**src/rtl/seq_detect_pkg.sv**
```systemverilog
// seq_detect_pkg: shared state type, default pattern and window compare for seq_detect_param
//   IDLE/FILL/DETECT state enum, DEF_PATTERN/DEF_LEN (the legacy 1101101 detector),
//   pat_match(): compares the low len bits of a window against a pattern, skipping masked bits.
package seq_detect_pkg;
  typedef enum logic [1:0] {IDLE, FILL, DETECT} state_t;
  localparam logic [6:0] DEF_PATTERN = 7'b1101101;
  localparam int DEF_LEN = 7;
  localparam int CMP_W = 64;
  function automatic logic pat_match(
    input logic [CMP_W-1:0] pattern,
    input logic [CMP_W-1:0] window,
    input int len,
    input logic [CMP_W-1:0] mask
  );
    logic [CMP_W-1:0] in_len;
    in_len = ~({CMP_W{1'b1}} << len);
    return ((pattern ^ window) & ~mask & in_len) == '0;
  endfunction
endpackage

```
**src/rtl/seq_detect_cnt.sv**
```systemverilog
// seq_detect_cnt: saturating match counter, clear has priority over increment
//   clk, rst_n (async active-low), clr (sync clear), inc (count one), cnt (count value)
module seq_detect_cnt #(
  parameter int CNT_W = 8
) (
  input  logic             clk,
  input  logic             rst_n,
  input  logic             clr,
  input  logic             inc,
  output logic [CNT_W-1:0] cnt
);
  always_ff @(posedge clk or negedge rst_n)
    if (!rst_n) cnt <= '0;
    else if (clr) cnt <= '0;
    else if (inc && cnt != '1) cnt <= cnt + 1'b1;
endmodule

```
**src/rtl/seq_detect_param.sv**
```systemverilog
// seq_detect_param: runtime-programmable serial pattern detector with overlap modes
//   i_clk/i_rst_n: clock, async active-low reset
//   i_cfg_load, i_pattern, i_len, i_overlap: configuration latch (i_mask too with SEQ_DETECT_MASK_EN)
//   i_valid, i_data: qualified serial stream; i_cnt_clr: clears o_match_cnt
//   o_find: registered match pulse; o_match_cnt: saturating count;
//   o_cfg_err: last length illegal; o_armed: detector in FILL or DETECT
//   Optional macro SEQ_DETECT_MASK_EN adds per-bit wildcard mask i_mask.
module seq_detect_param
  import seq_detect_pkg::*;
#(
  parameter int MAX_LEN = 16,
  parameter int LEN_W = $clog2(MAX_LEN + 1),
  parameter int CNT_W = 8
) (
  input  logic               i_clk,
  input  logic               i_rst_n,
  input  logic               i_cfg_load,
  input  logic [MAX_LEN-1:0] i_pattern,
  input  logic [LEN_W-1:0]   i_len,
  input  logic               i_overlap,
`ifdef SEQ_DETECT_MASK_EN
  input  logic [MAX_LEN-1:0] i_mask,
`endif
  input  logic               i_valid,
  input  logic               i_data,
  input  logic               i_cnt_clr,
  output logic               o_find,
  output logic [CNT_W-1:0]   o_match_cnt,
  output logic               o_cfg_err,
  output logic               o_armed
);
  state_t state;
  logic [MAX_LEN-1:0] sreg, pat, mask, sreg_nxt;
  logic [LEN_W-1:0] len, fill, fill_nxt;
  logic ovl, hit, legal;
`ifdef SEQ_DETECT_MASK_EN
  always_ff @(posedge i_clk or negedge i_rst_n)
    if (!i_rst_n) mask <= '0;
    else if (i_cfg_load) mask <= i_mask;
`else
  assign mask = '0;
`endif
  always_comb begin
    sreg_nxt = {sreg[MAX_LEN-2:0], i_data};
    fill_nxt = (fill == LEN_W'(MAX_LEN)) ? fill : fill + 1'b1;
    legal = i_len != '0 && i_len <= LEN_W'(MAX_LEN);
    // a load in the same cycle suppresses any completing bit
    hit = i_valid && !i_cfg_load && state != IDLE && fill_nxt >= len &&
          pat_match(CMP_W'(pat), CMP_W'(sreg_nxt), int'(len), CMP_W'(mask));
  end
  always_ff @(posedge i_clk or negedge i_rst_n)
    if (!i_rst_n) begin
      state <= IDLE;
      sreg <= '0;
      fill <= '0;
      pat <= '0;
      len <= '0;
      ovl <= 1'b0;
      o_find <= 1'b0;
      o_cfg_err <= 1'b0;
    end else if (i_cfg_load) begin
      pat <= i_pattern;
      len <= i_len;
      ovl <= i_overlap;
      sreg <= '0;
      fill <= '0;
      o_find <= 1'b0;
      o_cfg_err <= !legal;
      state <= legal ? FILL : IDLE;
    end else begin
      o_find <= hit;
      if (i_valid && state != IDLE) begin
        sreg <= sreg_nxt;
        // non-overlapping mode restarts the fill so matched bits are never reused
        fill <= (hit && !ovl) ? '0 : fill_nxt;
        state <= (hit && !ovl) ? FILL : (fill_nxt >= len) ? DETECT : FILL;
      end
    end
  assign o_armed = state != IDLE;
  seq_detect_cnt #(.CNT_W(CNT_W)) u_cnt (
    .clk(i_clk),
    .rst_n(i_rst_n),
    .clr(i_cnt_clr),
    .inc(hit),
    .cnt(o_match_cnt)
  );
endmodule

```
**config.mk**
```make
export PLATFORM = sky130hd
export DESIGN_NAME = seq_detect_param
export DESIGN_NICKNAME = d
export VERILOG_FILES = /design/src/rtl/seq_detect_pkg.sv /design/src/rtl/seq_detect_cnt.sv /design/src/rtl/seq_detect_param.sv
export SDC_FILE = /design/constraint.sdc
export NUM_CORES = 1
export LEC_CHECK = 0
export BUFFER_PORTS_ARGS = -buffer_cell sky130_fd_sc_hd__buf_2
export CORE_MARGIN = 2
export CORE_UTILIZATION = 40
export DETAILED_ROUTE_END_ITERATION = 16
export GPL_ROUTABILITY_DRIVEN = 1
export HOLD_SLACK_MARGIN = 0.05
export SLEW_MARGIN = 30
export SYNTH_ARGS = -nofsm -noshare
export SYNTH_HDL_FRONTEND = slang
export SYNTH_SLANG_ARGS = --single-unit
```
**constraint.sdc**
```tcl
create_clock -name i_clk -period 2.9 [get_ports i_clk]
set_clock_uncertainty 0.2 [all_clocks]
set_input_delay 0.145 -clock i_clk [delete_from_list [all_inputs] [get_ports i_clk]]
set_output_delay 0.145 -clock i_clk [all_outputs]
set_load 0.02 [all_outputs]
```
==> results of run 1 <==
[where the power goes]
group	leakage (nW)	internal [mW]	switching, mW	total, mW
clock network	0.0373	0.166	0.233	0.399
registers	0.700	0.790	0.0340	0.824
logic	0.758	0.128	0.133	0.262
[cell families (layout without fill, tap and decap cells)]
family / count (synthesis) / after routing
compound gates: 65 / 65
xor+xnor: 20 / 20
fa+ha+maj: 8 / 8
buf+inv: 22 / 88
flops: 54 / 54
mux: 20 / 20
simple gates: 90 / 90
[synth_stat cells (2+ instances only)]
| cell | count |
|---|---|
| o21ai_0 | 16 |
| inv_1 | 8 |
| a22oi_2 | 2 |
| clkbuf_1 | 11 |
| mux2_2 | 19 |
| nor3_1 | 2 |
| a21o_1 | 2 |
| nand2_1 | 41 |
| or3_1 | 4 |
| o21ba_2 | 2 |
| a32o_1 | 4 |
| nor2_1 | 12 |
| a22o_1 | 2 |
| and2_1 | 3 |
| xor2_1 | 9 |
| nand2b_1 | 3 |
| o21a_1 | 2 |
| ha_1 | 8 |
| nand3_1 | 10 |
| dfrtp_1 | 54 |
| nor4_1 | 3 |
| a211oi_1 | 3 |
| o31ai_1 | 2 |
| xnor2_1 | 11 |
| o21ai_1 | 2 |
| a21oi_1 | 21 |
| nand4_1 | 4 |
[metal layers]
metal	share of wire, %	GRT usage [%]	wire length (um)
met5	0	0	0
met4	0.61	4.20	36
met3	3.4	2.83	199
met2	47	26.9	2780
met1	49	23.6	2900
[timing repair]
action / in CTS / in global routing
resized for setup: 0 / 1
buffers inserted: 0 / 0
endpoints found under the setup margin: 0 / 12
hold buffers: 26 / 0
endpoints found under the hold margin: 47 / 0
[registers in the layout, summed over array words and instances (netlist names)]
name	count
pat	16
o_find	1
state	2
o_cfg_err	1
ovl	1
fill	5
sreg	15
len	5
u_cnt.cnt	8
[area by class of cell]
cell class / count / share of cell area [%]
Multi-Input combinational cell: 203 / 39.2
Sequential cell: 54 / 39.1
Timing Repair Buffer: 73 / 15.0
Tap cell: 96 / 3.48
Clock buffer: 6 / 2.10
Inverter: 8 / 0.869
Clock inverter: 1 / 0.217
[worst max-delay path: cells and delay by family, from the launching register on]
family | cells | cell delay (ps)
flip-flops | 1 | 480
AND/OR/NAND/NOR | 4 | 1450
AO/OA/AOI/OAI | 2 | 530
[path summary, 6_finish.rpt]
kind / end / cells past startpoint / slack (ps) / start
setup / recovery: fill[2] / 6 / 140 / len[3]
hold / removal: pat[10] / 2 / 80 / i_rst_n
setup reg to reg: fill[2] / 6 / 140 / len[3]
hold reg to reg: o_cfg_err / 1 / 300 / o_cfg_err
max in group asynchronous: len[3] / 3 / 1600 / i_rst_n
min in group i_clk: u_cnt.cnt[4] / 6 / 230 / i_cfg_load
[metrics by stage]
stage               instance area (sq um)  power, mW  hold slack, ps  setup slack [ps]
finish                               3460       1.49            82.8               139
global route                         3460       1.57             116             -31.9
CTS                                  3450       1.51            89.1              62.1
detailed placement                   3110       1.08            -104              61.2
global placement                     3110       1.07            -109               149
floorplan                            2800      0.985            -351               150
[cells in the final DEF, fill, tap and decap left out, types with 2 or more instances in the layout]
cell type      instances
dlygate4sd3_1         26
xor2_1                 9
dfrtp_1               54
a211oi_1               3
xnor2_1               11
and2_1                 3
nand3_1               10
a32o_1                 4
o21ba_2                2
a21o_1                 2
a22oi_2                2
a22o_1                 2
nor3_1                 2
buf_4                  9
nand2b_1               3
nor4_1                 3
o21ai_0               16
nor2_1                12
mux2_2                19
inv_1                  8
ha_1                   8
or3_1                  4
clkbuf_8               5
a21oi_1               21
nand2_1               41
o21a_1                 2
o31ai_1                2
buf_2                 38
nand4_1                4
==> flow_metrics.py, run 1 <==
metrics = {
    "clock_tree": {
        "numCtsBuffers": 5,
        "cts_tree": "yes",
        "cts_root_buf": "clkbuf_8",
        "cts.path.max_buffers": 2,
        "htree_levels": 2,
        "clock_latency_ps": 310,
        "clkTransAtPathRegs_ps": 90,
        "cts.sinks": 54,
    },
    "sta": {
        "fin_tns_setup_ps": 0,
        "period_minus_slack_ps": 2760,
        "hold_viol_final": 0,
        "relSlewSlack_pct": 54.5,
        "worstMarginPinSlew_ps": 682,
        "setup_violations": 0,
        "fmax_ghz": 0.362,
        "rsz0062_at_grt": "true",
        "period_share_pct": 95.2,
        "slew_violations": 0,
    },
    "placed_design": {
        "dp_cells": 408,
        "dp_hpwl_um": 4160,
        "globalplace.congestion": 0.840,
        "io_buffers": 38,
    },
    "finish": {
        "final_net_count": 381,
        "final_core_util_pct": 50.9,
        "drive_above_1_share_pct": 23.2,
        "multiInputGateArea_sq_mm": 0.00136,
        "final.fill_count": 646,
        "instances_no_fill": 441,
        "syn2layout_area_growth_pct": 23.5,
        "register_area_sq_mm": 0.00135,
        "diodes": 0,
    },
    "hold_path": {
        "holdCritPathClass": "in2async",
    },
    "yosys": {
        "synth_cell_types": 46,
        "synth-edff-count": 0,
        "synth_top_family_by_area": "simple AND/OR/NAND/NOR gates",
        "syn_nets": 315,
        "synth_top_cell_by_area": "dfrtp_1",
        "ys_seq_area_share_pct": 48.3,
        "synthAdderAreaFrac_pct": 3.58,
        "postSynth.asyncResetShare_pct": 100,
        "postSynthAreaPerCell_sq_um": 10.0,
        "yosysWarnings": 0,
        "netlist_instances": 279,
        "synth_compound_area_share_pct": 15.0,
        "synth.area.mux_share_pct": 8.01,
        "ys.flop_type": "dfrtp_1",
        "synth.top_cells.by_area": "dfrtp_1, mux2_2, nand2_1",
        "ys_ff_latch": 54,
        "synth_area_sq_mm": 0.00280,
        "synth_simple_gate_area_share_pct": 15.5,
        "synth_top_area_share_pct": 48.3,
        "synth-xor-area-share_pct": 6.26,
    },
    "flow_run": {
        "maxCapViolations": 0,
    },
    "worst_setup_path": {
        "criticalPathCategory": "reg2reg",
        "cp_slowest_cell": "or4_4",
        "cp.required_ps": 2890,
        "max_stage_delay_ps": 570,
        "startpoint_type": "flop",
        "crit_chain": "or3_4 > a22oi_2 > nand3_1 > or4_4 > nand4bb_1 > a32o_1",
        "crit_fanout": 7,
        "endpoint_kind": "flop",
        "cp.arrival_ps": 2750,
    },
    "routing": {
        "drtIter0Drc": 138,
        "ant_nets": 0,
        "vias": 2267,
        "routed_wire_length_per_instance_um": 13.4,
        "dr.pass1.iters": 4,
        "viasPerCell": 5.14,
        "wl_um": 5910,
        "drc": 0,
    },
    "floorplan": {
        "ios": 39,
        "die_width_um": 87.6,
        "core_area_sq_mm": 0.00679,
        "fp-row-count": 30,
        "initial_core_util_pct": 41.2,
        "fp.dieArea_sq_mm": 0.00768,
        "die-height_um": 87.6,
    },
    "run_status": {
        "status": "complete, no violations",
    },
    "power": {
        "peakVddDrop_v": 0.000155,
        "p_leak_nw": 1.50,
        "p_per_area_mw_per_mm2": 430,
    },
    "global_route": {
        "grtUsageTotal_pct": 16.7,
        "grt_pass1_wl_um": 10100,
        "grt_max_degree": 48,
        "grt_pass1_vias": 2142,
        "grt_antenna_before_repair": 0,
        "grt_overflow_total": 0,
    },
}
(Power assumes the default switching activity.)
==> run 2, diff against run 1 <==
--- a/config.mk
+++ b/config.mk
@@ -10,7 +10,7 @@
 export CORE_UTILIZATION = 40
 export DETAILED_ROUTE_END_ITERATION = 16
 export GPL_ROUTABILITY_DRIVEN = 1
-export HOLD_SLACK_MARGIN = 0.05
+export HOLD_SLACK_MARGIN = 0.02
 export SLEW_MARGIN = 30
 export SYNTH_ARGS = -nofsm -noshare
 export SYNTH_HDL_FRONTEND = slang
==> constraint.sdc (replaced) <==
create_clock -name i_clk -period 3.23 [get_ports i_clk]
set_clock_uncertainty 0.2 [all_clocks]
set_input_delay 0.1615 -clock i_clk [delete_from_list [all_inputs] [get_ports i_clk]]
set_output_delay 0.1615 -clock i_clk [all_outputs]
set_load 0.02 [all_outputs]
==> flow_metrics.py, run 2 (synthesis gave the netlist of run 1 again) <==
metrics = {
    "clock_tree": {
        "ctsResizeCount": 0,
        "numCtsBuffers": 5,
        "clkTransAtPathRegs_ps": 100,
        "cts.sinks": 54,
        "clock_latency_ps": 300,
        "htree_levels": 2,
        "cts_root_buf": "clkbuf_8",
        "cts_setup_buffers": 0,
        "cts.path.max_buffers": 2,
        "cts_tree": "yes",
    },
    "sta": {
        "setup_slack_ps": 290,
        "fin_tns_setup_ps": 0,
        "rsz0062_at_grt": "false",
        "hold_viol_final": 0,
        "relSlewSlack_pct": 50.7,
        "period_minus_slack_ps": 2940,
        "fmax_ghz": 0.340,
        "slew_violations": 0,
        "period_share_pct": 91.0,
        "setup_violations": 0,
        "worstMarginPinSlew_ps": 739,
    },
    "power": {
        "p_leak_nw": 1.48,
        "peakVddDrop_v": 0.000188,
        "p_per_area_mw_per_mm2": 412,
    },
    "routing": {
        "routed_wire_length_per_instance_um": 13.9,
        "drc": 0,
        "viasPerCell": 5.07,
        "ant_nets": 0,
        "wl_um": 6070,
        "vias": 2216,
        "drtIter0Drc": 100,
        "dr.pass1.iters": 4,
    },
    "global_route": {
        "grt_overflow_total": 0,
        "grtUsageTotal_pct": 17.2,
        "grt_max_degree": 48,
        "grt_antenna_before_repair": 0,
        "grt_pass1_vias": 2129,
        "grt_pass1_wl_um": 10400,
    },
    "floorplan": {
        "die-height_um": 87.6,
        "die_width_um": 87.6,
        "fp.dieArea_sq_mm": 0.00768,
        "fp-row-count": 30,
        "initial_core_util_pct": 41.2,
        "ios": 39,
        "core_area_sq_mm": 0.00679,
    },
    "finish": {
        "top_register": "pat",
        "final_core_util_pct": 50.7,
        "final_cell_mix": "dfrtp_1, nand2_1, buf_2",
        "drive_above_1_share_pct": 22.0,
        "final_net_count": 376,
        "mostFrequentLayoutCell": "dfrtp_1",
        "largest_reg_flops": 16,
        "diodes": 0,
        "stdcell_area_sq_mm": 0.00344,
        "syn2layout_area_growth_pct": 23.1,
        "final.fill_count": 642,
        "reg_top3": "pat: 16 flops, sreg: 15 flops, u_cnt.cnt: 8 flops",
    },
    "worst_setup_path": {
        "startpoint_type": "flop",
        "reg2regPathDepth": 6,
        "cp.arrival_ps": 2930,
        "reg2reg_from": "len[4]",
        "crit_fanout": 14,
        "endpoint_kind": "flop",
        "critPathLaunch": "len[4]",
        "r2r_end": "fill[2]",
        "cp.required_ps": 3220,
        "r2r_slack_ps": 290,
        "criticalPathCategory": "reg2reg",
    },
    "placed_design": {
        "globalplace.congestion": 0.804,
        "dp_hpwl_um": 4140,
        "io_buffers": 38,
        "dpl_cell_area_sq_mm": 0.00307,
        "pre_cts_ws_ps": 326,
    },
    "hold_path": {
        "whs_endpoint": "fill[3]",
        "hold_start": "i_cfg_load",
        "holdPathStages": 3,
        "holdCritPathClass": "in2reg",
    },
    "run_status": {
        "status": "complete, no violations",
    },
    "flow_run": {
        "maxCapViolations": 0,
    },
}
[run 2: cell types whose count changed in the layout (fill, tap and decap cells not counted)]
| cell | delta |
|---|---|
| buf_4 | -5 |
| bufinv_16 | +1 |
| o21ai_2 | -1 |
| o21ai_1 | +1 |
[run 2: power by group]
group | switching [mW] | leakage, nW | internal, mW | total (mW)
sequential | 0.0371 | 0.700 | 0.709 | 0.746
clock | 0.218 | 0.0514 | 0.231 | 0.450
combinational | 0.114 | 0.732 | 0.109 | 0.223
total | 0.370 | 1.48 | 1.05 | 1.42
[run 2: routing by layer]
metal  GRT usage (%)  wire (um)
met2            27.2       2790
met3            3.30        168
met5               0          0
met4            4.34         46
met1            24.6       3060
[run 2: stage by stage]
stage | power [mW] | instances | hold slack, ps
finish | 1.42 | 437 | 173
floorplan | 0.884 | 279 | -334
detailed placement | 0.961 | 403 | 0.0847
global placement | 0.956 | 403 | -12.3
CTS | 1.44 | 437 | 165
global route | 1.49 | 437 | 190
[run 2: critical path: stages, from the launching register on]
cell,delay [ps]
dfrtp_1,510
or3_4,450
a22oi_2,150
nand3_1,100
or4_4,630
nand4bb_1,420
a32o_1,370
[run 2: layout make-up]
class,instances,area (sq um),area share [%]
timing repair buffer,68,480,13.9
tap,96,120,3.49
sequential,54,1350,39.2
clock buffer,6,72.6,2.11
clock inverter,2,37.5,1.09
inverter,8,30.0,0.872
multi-input combinational,203,1350,39.3
[run 2: what timing repair did]
item / CTS / global route
endpoints found under the hold margin: 53 / 0
endpoints found under the setup margin: 0 / 0
hold buffers: 26 / 0
[run 2: worst max-delay path by stage]
| stage | slack (ps) | end |
|---|---|---|
| floorplan | 480 | u_cnt.cnt[4] |
| global placement | 400 | fill[2] |
| detailed placement | 330 | fill[2] |
| CTS | 310 | fill[2] |
| global route | 130 | fill[2] |
| finish | 290 | fill[2] |
==> run 3, diff against run 2 <==
--- a/config.mk
+++ b/config.mk
@@ -8,9 +8,11 @@
 export BUFFER_PORTS_ARGS = -buffer_cell sky130_fd_sc_hd__buf_2
 export CORE_MARGIN = 2
 export CORE_UTILIZATION = 40
+export CTS_CLUSTER_DIAMETER = 150
 export DETAILED_ROUTE_END_ITERATION = 16
 export GPL_ROUTABILITY_DRIVEN = 1
 export HOLD_SLACK_MARGIN = 0.02
+export REMOVE_ABC_BUFFERS = 1
 export SLEW_MARGIN = 30
 export SYNTH_ARGS = -nofsm -noshare
 export SYNTH_HDL_FRONTEND = slang
==> flow_metrics.py, run 3 (synthesis gave the netlist of run 1 again) <==
metrics = {
    "floorplan": {
        "die_width_um": 87.6,
        "die-height_um": 87.6,
        "initial_core_util_pct": 41.2,
        "fp.dieArea_sq_mm": 0.00768,
        "core_area_sq_mm": 0.00679,
        "ios": 39,
        "fp-row-count": 30,
    },
    "finish": {
        "final_net_count": 377,
        "diodes": 0,
        "drive_above_1_share_pct": 21.9,
        "mostFrequentLayoutCell": "dfrtp_1",
        "final_cell_mix": "dfrtp_1, nand2_1, buf_2",
        "largest_reg_flops": 16,
        "top_register": "pat",
        "syn2layout_area_growth_pct": 23.3,
        "reg_top3": "pat: 16 flops, sreg: 15 flops, u_cnt.cnt: 8 flops",
        "stdcell_area_sq_mm": 0.00345,
    },
    "global_route": {
        "grt_pass1_vias": 2076,
        "grt_overflow_total": 0,
        "grtUsageTotal_pct": 16.7,
        "grt_antenna_before_repair": 0,
        "grt_max_degree": 48,
        "grt_pass1_wl_um": 10000,
    },
    "sta": {
        "fin_tns_setup_ps": 0,
        "rsz0062_at_grt": "false",
        "fmax_ghz": 0.357,
        "relSlewSlack_pct": 52.8,
        "setup_violations": 0,
        "hold_viol_final": 0,
        "slew_violations": 0,
        "period_minus_slack_ps": 2800,
        "worstMarginPinSlew_ps": 707,
        "period_share_pct": 86.8,
    },
    "worst_setup_path": {
        "cp.required_ps": 3230,
        "startpoint_type": "flop",
        "crit_fanout": 14,
        "crit_chain": "or3_4 > a22oi_2 > nand3_1 > or4_4 > nand4bb_1 > a32o_1",
        "reg2regPathDepth": 6,
        "cp.arrival_ps": 2800,
        "endpoint_kind": "flop",
        "criticalPathCategory": "reg2reg",
        "max_stage_delay_ps": 620,
        "cp_slowest_cell": "or4_4",
    },
    "power": {
        "p_per_area_mw_per_mm2": 411,
        "p_leak_nw": 1.49,
        "peakVddDrop_v": 0.000198,
    },
    "routing": {
        "viasPerCell": 5.09,
        "drtIter0Drc": 96,
        "routed_wire_length_per_instance_um": 13.7,
        "drc": 0,
        "dr.pass1.iters": 4,
        "ant_nets": 0,
        "wl_um": 6010,
        "vias": 2229,
    },
    "clock_tree": {
        "cts_root_buf": "clkbuf_8",
        "htree_levels": 2,
        "cts.path.max_buffers": 2,
        "cts_setup_buffers": 0,
        "numCtsBuffers": 5,
        "cts_tree": "yes",
        "cts.sinks": 54,
        "clock_latency_ps": 310,
        "clkTransAtPathRegs_ps": 90,
    },
    "hold_path": {
        "holdPathStages": 3,
        "holdCritPathClass": "in2reg",
    },
    "flow_run": {
        "maxCapViolations": 0,
    },
    "run_status": {
        "status": "complete, no violations",
    },
    "placed_design": {
        "dpl_cell_area_sq_mm": 0.00308,
        "globalplace.congestion": 0.884,
        "dp_hpwl_um": 4130,
        "io_buffers": 38,
    },
}
[run 3: area by class of cell]
cell class	instances	area (sq um)
fillers	648	3350
multi-input cells	203	1350
flip-flops and latches	54	1350
repair buffers	69	488
well taps	96	120
clock buffers	7	76.3
clock inverters	1	30.0
inverters	8	30.0
[run 3: final timing paths]
kind	startpoint	endpoint	slack, ps
setup / recovery	len[2]	fill[4]	430
hold / removal	i_cfg_load	fill[1]	190
setup reg to reg	len[2]	fill[4]	430
hold reg to reg	o_cfg_err	o_cfg_err	280
max in group asynchronous	i_rst_n	state[0]	1820
min in group asynchronous	i_rst_n	pat[0]	240
[run 3: timing repair]
item | in CTS | in global routing
gates resized for setup | 0 | 0
hold buffers | 26 | 0
hold endpoints to repair | 60 | 0
[run 3: per-stage QoR]
stage / util [%] / power (mW) / setup WS (ps) / hold WS [ps] / instances
after floorplan: - / 0.869 / 480 / -334 / 265
after global placement: 45.4 / 0.959 / 485 / 57.4 / 404
after detailed placement: 45.4 / 0.961 / 430 / 57.3 / 404
after CTS: 50.8 / 1.43 / 404 / 183 / 438
after global routing: 50.8 / 1.48 / 191 / 200 / 438
final: 50.8 / 1.42 / 426 / 188 / 438
[run 3: metal layers]
layer	vias to the layer above	track usage, %	share of wire, %	routed length, um
met3	5	2.83	2.6	157
met1	1081	23.9	49	2960
met5	-	0	0	0
li1	1107	-	-	-
met2	36	25.9	47	2810
met4	0	5.03	1.4	82
[run 3: critical path: cells and delay by family, from the launching register on]
family	cells	cell delay [ps]
flops	1	480
simple gates	4	1510
compound gates	2	510
[run 3: report_power, final]
group	leakage [nW]	switching, mW	total (mW)	internal [mW]
clock	0.0524	0.215	0.447	0.232
combinational	0.736	0.116	0.226	0.110
sequential	0.700	0.0342	0.743	0.709
total	1.49	0.365	1.42	1.05
